$ cat src/rtl/divergence_stack_pkg.sv
// ============================================================================
// Module  : divergence_stack_pkg
// Brief   : Shared encodings and entry layout for the SIMT reconvergence stack
// Revision: 1.0
// ============================================================================
`default_nettype none

package divergence_stack_pkg;

    localparam int unsigned DS_SP_PER_MP   = 8;
    localparam int unsigned DS_PC_WIDTH    = 32;
    localparam int unsigned DS_STACK_DEPTH = 8;

    // Branch evaluator outcome encoding (2'b11 is unused and never pushes)
    localparam logic [1:0] DIV_SPLIT = 2'b00;
    localparam logic [1:0] DIV_NONE  = 2'b01;
    localparam logic [1:0] DIV_ALL   = 2'b10;

    typedef struct packed {
        logic [DS_PC_WIDTH-1:0]  reconv_pc;
        logic [DS_SP_PER_MP-1:0] orig_mask;
        logic [DS_SP_PER_MP-1:0] nt_mask;
        logic [DS_PC_WIDTH-1:0]  nt_pc;
    } stack_entry_t;

endpackage

`default_nettype wire

$ cat src/rtl/divergence_stack_mem.sv
// ============================================================================
// Module  : divergence_stack_mem
// Brief   : Entry register file with write, phase-set and top-read ports
// Revision: 1.0
// ============================================================================
`default_nettype none

module divergence_stack_mem
    import divergence_stack_pkg::*;
#(
    parameter int unsigned STACK_DEPTH = DS_STACK_DEPTH,
    parameter int unsigned AW          = (STACK_DEPTH > 1) ? $clog2(STACK_DEPTH) : 1
) (
    input  logic          clk,
    input  logic          rst_n,
    input  logic          wr_en,
    input  logic [AW-1:0] wr_idx,
    input  stack_entry_t  wr_entry,
    input  logic          phase_set,
    input  logic [AW-1:0] phase_idx,
    input  logic [AW-1:0] rd_idx,
    output stack_entry_t  rd_entry,
    output logic          rd_phase
);

    stack_entry_t           entries_q [STACK_DEPTH];
    stack_entry_t           entries_d [STACK_DEPTH];
    logic [STACK_DEPTH-1:0] phase_q;
    logic [STACK_DEPTH-1:0] phase_d;

    always_comb begin
        entries_d = entries_q;
        phase_d   = phase_q;
        // A freshly written entry always starts on its taken path
        if (wr_en) begin
            entries_d[wr_idx] = wr_entry;
            phase_d[wr_idx]   = 1'b0;
        end
        if (phase_set) begin
            phase_d[phase_idx] = 1'b1;
        end
    end

    always_ff @(posedge clk) begin
        if (!rst_n) begin
            phase_q <= '0;
        end else begin
            phase_q <= phase_d;
        end
    end

    // Payload needs no reset: an entry is only read once it has been written
    always_ff @(posedge clk) begin
        entries_q <= entries_d;
    end

    assign rd_entry = entries_q[rd_idx];
    assign rd_phase = phase_q[rd_idx];

endmodule

`default_nettype wire

$ cat src/rtl/divergence_stack.sv
// ============================================================================
// Module  : divergence_stack
// Brief   : Per-MP SIMT reconvergence stack driving fetch redirects
// Revision: 1.0
// ============================================================================
`default_nettype none

module divergence_stack
    import divergence_stack_pkg::*;
#(
    parameter int unsigned SP_PER_MP   = DS_SP_PER_MP,
    parameter int unsigned PC_WIDTH    = DS_PC_WIDTH,
    parameter int unsigned STACK_DEPTH = DS_STACK_DEPTH,
    localparam int unsigned DW         = $clog2(STACK_DEPTH + 1),
    localparam int unsigned AW         = (STACK_DEPTH > 1) ? $clog2(STACK_DEPTH) : 1
) (
    input  logic                 clk,
    input  logic                 rst_n,
    input  logic                 br_valid,
    input  logic [1:0]           diverging,
    input  logic [SP_PER_MP-1:0] cur_mask,
    input  logic [SP_PER_MP-1:0] stack_mask,
    input  logic [PC_WIDTH-1:0]  not_taken_pc,
    input  logic [PC_WIDTH-1:0]  reconv_pc,
    input  logic                 pc_valid,
    input  logic [PC_WIDTH-1:0]  cur_pc,
    output logic                 restore_valid,
    output logic [PC_WIDTH-1:0]  restore_pc,
    output logic [SP_PER_MP-1:0] restore_mask,
    output logic [DW-1:0]        depth,
    output logic                 empty,
    output logic                 full,
    output logic                 overflow
);

    logic [DW-1:0]        depth_q, depth_d;
    logic                 empty_q, empty_d;
    logic                 full_q, full_d;
    logic                 overflow_q, overflow_d;
    logic                 restore_valid_q, restore_valid_d;
    logic [PC_WIDTH-1:0]  restore_pc_q, restore_pc_d;
    logic [SP_PER_MP-1:0] restore_mask_q, restore_mask_d;

    logic                 wr_en;
    logic                 phase_set;
    logic [AW-1:0]        top_idx;
    logic [AW-1:0]        wr_idx;
    stack_entry_t         wr_entry;
    stack_entry_t         top_entry;
    logic                 top_phase;
    logic                 match;
    logic                 push_req;

    assign top_idx  = AW'(depth_q - DW'(1));
    assign wr_idx   = AW'(depth_q);
    assign wr_entry = '{reconv_pc: reconv_pc, orig_mask: cur_mask,
                        nt_mask: stack_mask, nt_pc: not_taken_pc};

    divergence_stack_mem #(
        .STACK_DEPTH (STACK_DEPTH),
        .AW          (AW)
    ) u_mem (
        .clk       (clk),
        .rst_n     (rst_n),
        .wr_en     (wr_en),
        .wr_idx    (wr_idx),
        .wr_entry  (wr_entry),
        .phase_set (phase_set),
        .phase_idx (top_idx),
        .rd_idx    (top_idx),
        .rd_entry  (top_entry),
        .rd_phase  (top_phase)
    );

    // Only the top entry can reconverge; a redirect squashes any branch in the same cycle
    assign match    = pc_valid && !empty_q && (cur_pc == top_entry.reconv_pc);
    assign push_req = br_valid && (diverging == DIV_SPLIT) && !match;

    always_comb begin
        depth_d         = depth_q;
        overflow_d      = overflow_q;
        restore_valid_d = 1'b0;
        restore_pc_d    = restore_pc_q;
        restore_mask_d  = restore_mask_q;
        wr_en           = 1'b0;
        phase_set       = 1'b0;

        if (match) begin
            restore_valid_d = 1'b1;
            if (!top_phase) begin
                restore_pc_d   = top_entry.nt_pc;
                restore_mask_d = top_entry.nt_mask;
                phase_set      = 1'b1;
            end else begin
                restore_pc_d   = top_entry.reconv_pc;
                restore_mask_d = top_entry.orig_mask;
                depth_d        = depth_q - DW'(1);
            end
        end else if (push_req) begin
            if (full_q) begin
                overflow_d = 1'b1;
            end else begin
                wr_en   = 1'b1;
                depth_d = depth_q + DW'(1);
            end
        end

        empty_d = (depth_d == '0);
        full_d  = (depth_d == DW'(STACK_DEPTH));
    end

    always_ff @(posedge clk) begin
        if (!rst_n) begin
            depth_q         <= '0;
            empty_q         <= 1'b1;
            full_q          <= 1'b0;
            overflow_q      <= 1'b0;
            restore_valid_q <= 1'b0;
            restore_pc_q    <= '0;
            restore_mask_q  <= '0;
        end else begin
            depth_q         <= depth_d;
            empty_q         <= empty_d;
            full_q          <= full_d;
            overflow_q      <= overflow_d;
            restore_valid_q <= restore_valid_d;
            restore_pc_q    <= restore_pc_d;
            restore_mask_q  <= restore_mask_d;
        end
    end

    assign depth         = depth_q;
    assign empty         = empty_q;
    assign full          = full_q;
    assign overflow      = overflow_q;
    assign restore_valid = restore_valid_q;
    assign restore_pc    = restore_pc_q;
    assign restore_mask  = restore_mask_q;

endmodule

`default_nettype wire

$ cat config.mk
export PLATFORM = sky130hd
export DESIGN_NAME = divergence_stack
export DESIGN_NICKNAME = d
export VERILOG_FILES = /design/src/rtl/divergence_stack_pkg.sv /design/src/rtl/divergence_stack_mem.sv /design/src/rtl/divergence_stack.sv
export SDC_FILE = /design/constraint.sdc
export NUM_CORES = 1
export LEC_CHECK = 0
export BUFFER_PORTS_ARGS = -buffer_cell sky130_fd_sc_hd__buf_2
export CELL_PAD_IN_SITES_DETAIL_PLACEMENT = 1
export CELL_PAD_IN_SITES_GLOBAL_PLACEMENT = 2
export CORE_MARGIN = 1
export CORE_UTILIZATION = 40
export CTS_BUF_LIST = sky130_fd_sc_hd__clkbuf_2 sky130_fd_sc_hd__clkbuf_4 sky130_fd_sc_hd__clkbuf_8
export CTS_CLUSTER_DIAMETER = 100
export DETAILED_ROUTE_END_ITERATION = 10
export GPL_TIMING_DRIVEN = 0
export PLACE_DENSITY_LB_ADDON = 0.1
export SKIP_CTS_REPAIR_TIMING = 1
export SLEW_MARGIN = 10
export SYNTH_ARGS = -nofsm -noshare
export SYNTH_HDL_FRONTEND = slang
export SYNTH_SLANG_ARGS = --single-unit
$ cat constraint.sdc
create_clock -name clk -period 11.35 [get_ports clk]
set_clock_uncertainty 0.05 [all_clocks]
set_input_delay 2.27 -clock clk [delete_from_list [all_inputs] [get_ports clk]]
set_output_delay 2.27 -clock clk [all_outputs]
set_load 0.1 [all_outputs]
Word-level counts from Yosys, hierarchy flattened
Index checks and enable logic that the tools add are counted.
W data, S select, Z words.
- add/subtract/negate cells: 2
- multipliers: 0
- div/mod/pow operators: 0
- magnitude comparators: 7
- eq/ne operators: 2
- shift operators: 0
- muxes and demuxes: 26
- bitwise gates (word level): 6
- reduce and logical (&&, ||, !) cells: 12
- operators by type and width (operator ; number):
    $bwmux W640 ; 1
    $bmux W80 S3 ; 1
    $demux W80 S3 ; 1
    $mux W80 ; 3
    $eq A32 B32 Y1 ; 1
    $mux W32 ; 1
    $mux W8 ; 3
    $mux W4 ; 4
    $mux W1 ; 9
    $and A8 B8 Y8 ; 1
    $ge A4 B4 Y1 const B ; 2
    $lt A3 B4 Y1 const B ; 2
    $not A3 Y4 ; 2
    $not A8 Y8 ; 1
    $or A8 B8 Y8 ; 1
    $logic_and A1 B1 Y1 ; 7
    $demux W1 S3 ; 2
    $ge A3 B1 Y1 const B ; 2
    $add A4 B1 Y4 const B ; 1
    $eq A4 B4 Y1 const B ; 1
    $logic_not A4 Y1 ; 1
    $lt A4 B1 Y1 const B ; 1
    $sub A4 B1 Y4 const B ; 1
    $bmux W1 S3 ; 1
    4 further kinds ; 5
- register bits: 696
- latch bits: 0
- memory bits (writable): 0
- memory bits (read-only): 0
- memories kept: 0

Longest topological paths before layout
- depth in word-level cells: 14
- depth in mapped cells: 19

By module
A second synthesis with hierarchy kept.
- cells, all modules: 1309
- area, all modules: 27556.4 µm²
- by module, submodules not included (module ; times used ; cells an instance ; area each (µm²) ; seq. area each (µm²)):
    divergence_stack_mem ; 1 ; 976 ; 24816.3 ; 19378.6
    divergence_stack ; 1 ; 333 ; 2740.1 ; 960.9

Worst setup path after synthesis
No wires, ideal clock.
- path type: register -> register
- from: register depth_q[0], in the netlist depth[0]
- to: register u_mem.entries_q[560] (netlist name) (enable)
- setup time: 0.715 ns
- arrival: 11.737 ns
- required time: 10.585 ns
- path slack: -1.153 ns
- stages on the path, launching flop included: 18
- buffers on the path: 7
- path through: dfxtp_1 buf_2 inv_1 clkbuf_1 ha_1 buf_2 buf_6 clkbuf_1 clkbuf_1 mux4_2 mux2i_1 xnor2_1 nor2_1 nand4_1 or4_1 buf_2 nand2_4 nor4_1
- longest elaborated chain between the ends: 11
- RTL lines (what ; RTL line ; text):
    from (decl) ; divergence_stack.sv:36 ; logic [DW-1:0] depth_q, depth_d;
    from (signal assigned) ; divergence_stack.sv:122 ; depth_q <= depth_d;
    $sub A4 B1 Y4 (*) ; - ;
    $not A3 Y4 (implied by the code) (*) ; divergence_stack_mem.sv:57 ; assign rd_entry = entries_q[rd_idx];
    $bmux W80 S3 (*) ; divergence_stack_mem.sv:57 ;
    $mux W80 (implied by the code) (*) (2 in a row) ; divergence_stack_mem.sv:57 ;
    $eq A32 B32 Y1 (*) ; divergence_stack.sv:76 ; assign match = pc_valid && !empty_q && (cur_pc == top_entry.reconv_pc);
    $logic_and A1 B1 Y1 (*) ; divergence_stack.sv:76 ;
    $logic_not A1 Y1 ; divergence_stack.sv:77 ; assign push_req = br_valid && (diverging == DIV_SPLIT) && !match;
    $logic_and A1 B1 Y1 ; divergence_stack.sv:77 ;
    $mux W1 ; divergence_stack.sv:99 ; end else if (push_req) begin
    $mux W1 (*) ; divergence_stack.sv:88 ; if (match) begin
    to (signal assigned) ; divergence_stack_mem.sv:54 ; entries_q <= entries_d;
    to (decl) ; divergence_stack_mem.sv:26 ; stack_entry_t entries_q [STACK_DEPTH];
Mark *: on every way between the ends. The rest lies on a longest branch, timed or not. The select of a mux whose other input is x is not followed.
A chain may end at the register's enable or synchronous reset.

Worst setup path after layout
- from: register depth_q[0], in the netlist depth[0]
- to: register u_mem.entries_q[37] (netlist name) (enable)
The elaborated chain is that of the path after synthesis.

==> results.txt <==
----------------------------------------------------
[Route]
  Vias/cell ... 5.55
  Iter 0 DRT Violations ... 1157
  Final wirelength ... 83200 um
  Total number of vias ... 15500
  DRT antenna net count ... 0
  Routed WL per cell ... 29.8 um
  Pre-Repair DR Iteration Count ... 5
  DRC violations left ... 0

[Critical path]
  Internal reg-to-reg setup slack ... 3550 ps
  Launching point of the worst reg2reg path ... depth[0]
  Maximum fanout along the worst path ... 18
  Worst setup path category ... reg2reg
  Worst setup EP type ... flip-flop
  Worst Reg2Reg Path Length in Cells ... 20
  Worst setup SP type ... flip-flop
  Capture instance of the worst register-to-register path ... u_mem.entries_q[37]
  Required time at the worst-slack endpoint ... 11740 ps
  Arr. time, crit path ... 8190 ps

[Timing]
  Shortest period the worst path allows ... 7800 ps
  Transition time at the pin with the least slew margin ... 1190 ps
  Slew margin rel. ... 20.9%
  Setup total negative slack ... 0 ps
  Number of max-slew violations in the final report ... 0
  Achievable frequency ... 0.128 GHz
  RSZ-0062 raised after global routing ... false
  Number of setup violations in the final report ... 0
  Number of hold violations in the final report ... 0
  Portion of the clock cycle consumed by the worst path in the final layout ... 68.7%

[Power and ir drop]
  Pwr Density ... 177 nW/um^2
  Total power after layout ... 5800 uW
  Leak Pwr ... 0.0109 uW
  Worst-case vdd ir drop ... 0.0000933 V

[Clock network]
  Num Clock Sinks ... 696
  Root Buffer Master ... clkbuf_8
  Clk pin slew, worst setup/hold paths ... 60 ps
  Clock latency at the later pin of the worst-skew pair ... 730 ps
  Number of H-tree branching levels ... 3
  Clock tree from TritonCTS ... yes
  TritonCTS Buffers ... 115
  Buffer levels on the longest clock path ... 3

[Synth]
  FFs w/ async S/R, synth ... 0%
  Sequential element share of the synthesized area ... 73.9%
  Combinational family with the most area after synthesis ... multiplexers
  Post-Synthesis Cells ... 1458
  Fraction of synthesized area in multiplexers ... 14.7%
  XOR/XNOR share of the synthesized area ... 1.24%
  Simple-gate area share of the yosys netlist ... 4.23%
  Netlist Area Pre-Place ... 27500 um^2
  Register bit count reported by yosys ... 696
  Unique cell type count in the Yosys netlist ... 60
  Complex-gate fraction of the synthesized area ... 4.16%
  Predominant post-synthesis flop cell ... edfxtp_1
  Post-Syn Nets ... 1578
  Ys Warns ... 0
  Number of enable flip-flop cells after synthesis ... 640
  Syn_area_per_cell ... 18.9 um^2
  Arithmetic-cell share of the synthesized area counting full adders, half adders and majority gates ... 0.0910%

[Global routing]
  Largest net degree at the start of global routing ... 21
  Overall track demand over capacity in global routing ... 24.2%
  Number of global-route vias before repair ... 16300
  Global-route wire length before repair ... 119000 um
  Total grt overflow ... 0
  Antenna violations before repair ... 6

[Die]
  Count of pins on the block boundary ... 166
  Row count ... 95
  Initial core utilization ... 40.7%
  Area enclosed by the die boundary ... 69800 um^2
  Area of the core ... 67600 um^2
  Die Wd ... 264 um
  Die boundary height ... 264 um

[Hold path]
  Min-delay src ... overflow
  WHS Endpoint ... overflow
  Class of the tightest hold or removal check ... reg2reg
  Number of stages on the worst hold path ... 2

[Placement]
  Area after DPL ... 30400 um^2
  HPWL after DPL ... 58700 um
  Buffers on Ports ... 165
  Cell total after placement ... 2570
  Global placer's final weighted congestion ... 0.815

[Layout]
  Most common library cell in the layout ignoring fill and taps ... edfxtp_1
  Ratio of cells with drive above 1 in the final layout ... 33.3%
  Top library cells by usage in the layout, fill and taps aside ... edfxtp_1, buf_2, mux4_2
  Post-route non-filler standard cell count ... 2790
  Cell area after layout ... 32700 um^2
  Nets ... 1934
  Layout area overhead ... 18.7%
  Final core area utilization ... 48.3%

[Outcome]
  Outcome ... completed

[Run]
  Max cap viols ... 0

----------------------------------------------------
[layer usage]
metal	vias to the layer above	part of all wire (%)	GRT usage, %
met4	2	2.0	6.44
met5	-	0.013	0
met3	111	4.7	3.55
met1	8263	45	33.7
met2	446	48	39.7
li1	6661	-	-
[worst max path at each step]
stage              from              endpoint
2_1_floorplan  depth[0]  u_mem.entries_q[480]
3_3_place_gp   depth[0]  u_mem.entries_q[548]
3_5_place_dp   depth[0]   u_mem.entries_q[37]
4_1_cts        depth[0]  u_mem.entries_q[363]
5_1_grt        depth[0]  u_mem.entries_q[363]
6_report       depth[0]   u_mem.entries_q[37]
[cell families after synthesis]
| group | count (synthesis) |
|---|---|
| flip-flops | 696 |
| XOR/XNOR | 36 |
| AO/OA/AOI/OAI | 154 |
| AND/OR/NAND/NOR | 243 |
| multiplexers | 237 |
| buffers and inverters | 90 |
| adder cells (fa/ha/maj) | 2 |
[Yosys cell counts, types with 11 or more instances]
cell / n / area share [%]
nand2_1: 53 / 0.72
buf_2: 29 / 0.53
o22ai_1: 11 / 0.25
nor2_1: 91 / 1.2
edfxtp_1: 640 / 70
a211oi_1: 29 / 0.79
xor2_1: 12 / 0.38
a21oi_1: 50 / 0.91
xnor2_1: 22 / 0.70
clkbuf_1: 34 / 0.46
and2_1: 16 / 0.36
dfxtp_1: 56 / 4.1
mux4_2: 134 / 11
nand3_1: 21 / 0.38
mux2i_1: 99 / 3.6
[cell type report]
cell class              instances  area [um^2]
diodes                          6         15.0
plain buffers                  84          423
clock buffers                 167         2040
clock inverters                47          239
fillers                      6377        35000
inverters                       6         22.5
multi-input cells             672         6790
flip-flops and latches        696        20300
well taps                     873         1090
repair buffers                239         1710
[state kept, by name, indices dropped and copies added (netlist names)]
name / cells
restore_valid: 1
empty: 1
full: 1
overflow: 1
depth: 4
u_mem.phase_q: 8
u_mem.entries_q: 640
restore_mask: 8
restore_pc: 32
[critical path, stage by stage (launching register included)]
cell      delay (ps)
dfxtp_1          360
buf_2            210
inv_1            310
clkbuf_1         690
ha_1             470
xor2_2           450
buf_4            330
buf_4            280
buf_2            350
buf_4            310
mux2i_1          800
xnor2_1          200
nor4_1           720
nand2_1          100
nor3_1           260
and4_1           240
buf_4            190
buf_2            470
nor2_4           280
buf_16           240
buf_12           170
[through the flow]
stage | hold slack (ps) | setup slack, ps
4_1_cts | 432 | 3560
3_3_place_gp | 408 | -8250
6_report | 427 | 3550
2_1_floorplan | 476 | 970
3_5_place_dp | 417 | 3600
5_1_grt | 459 | 3300
[power by group]
group	total [uW]	switching [uW]	internal, uW	leakage (uW)
clock network	2160	992	1170	0.00120
registers	2830	6.78	2820	0.00622
logic	804	530	274	0.00351
total	5800	1530	4270	0.0109
(Power assumes the default switching activity.)
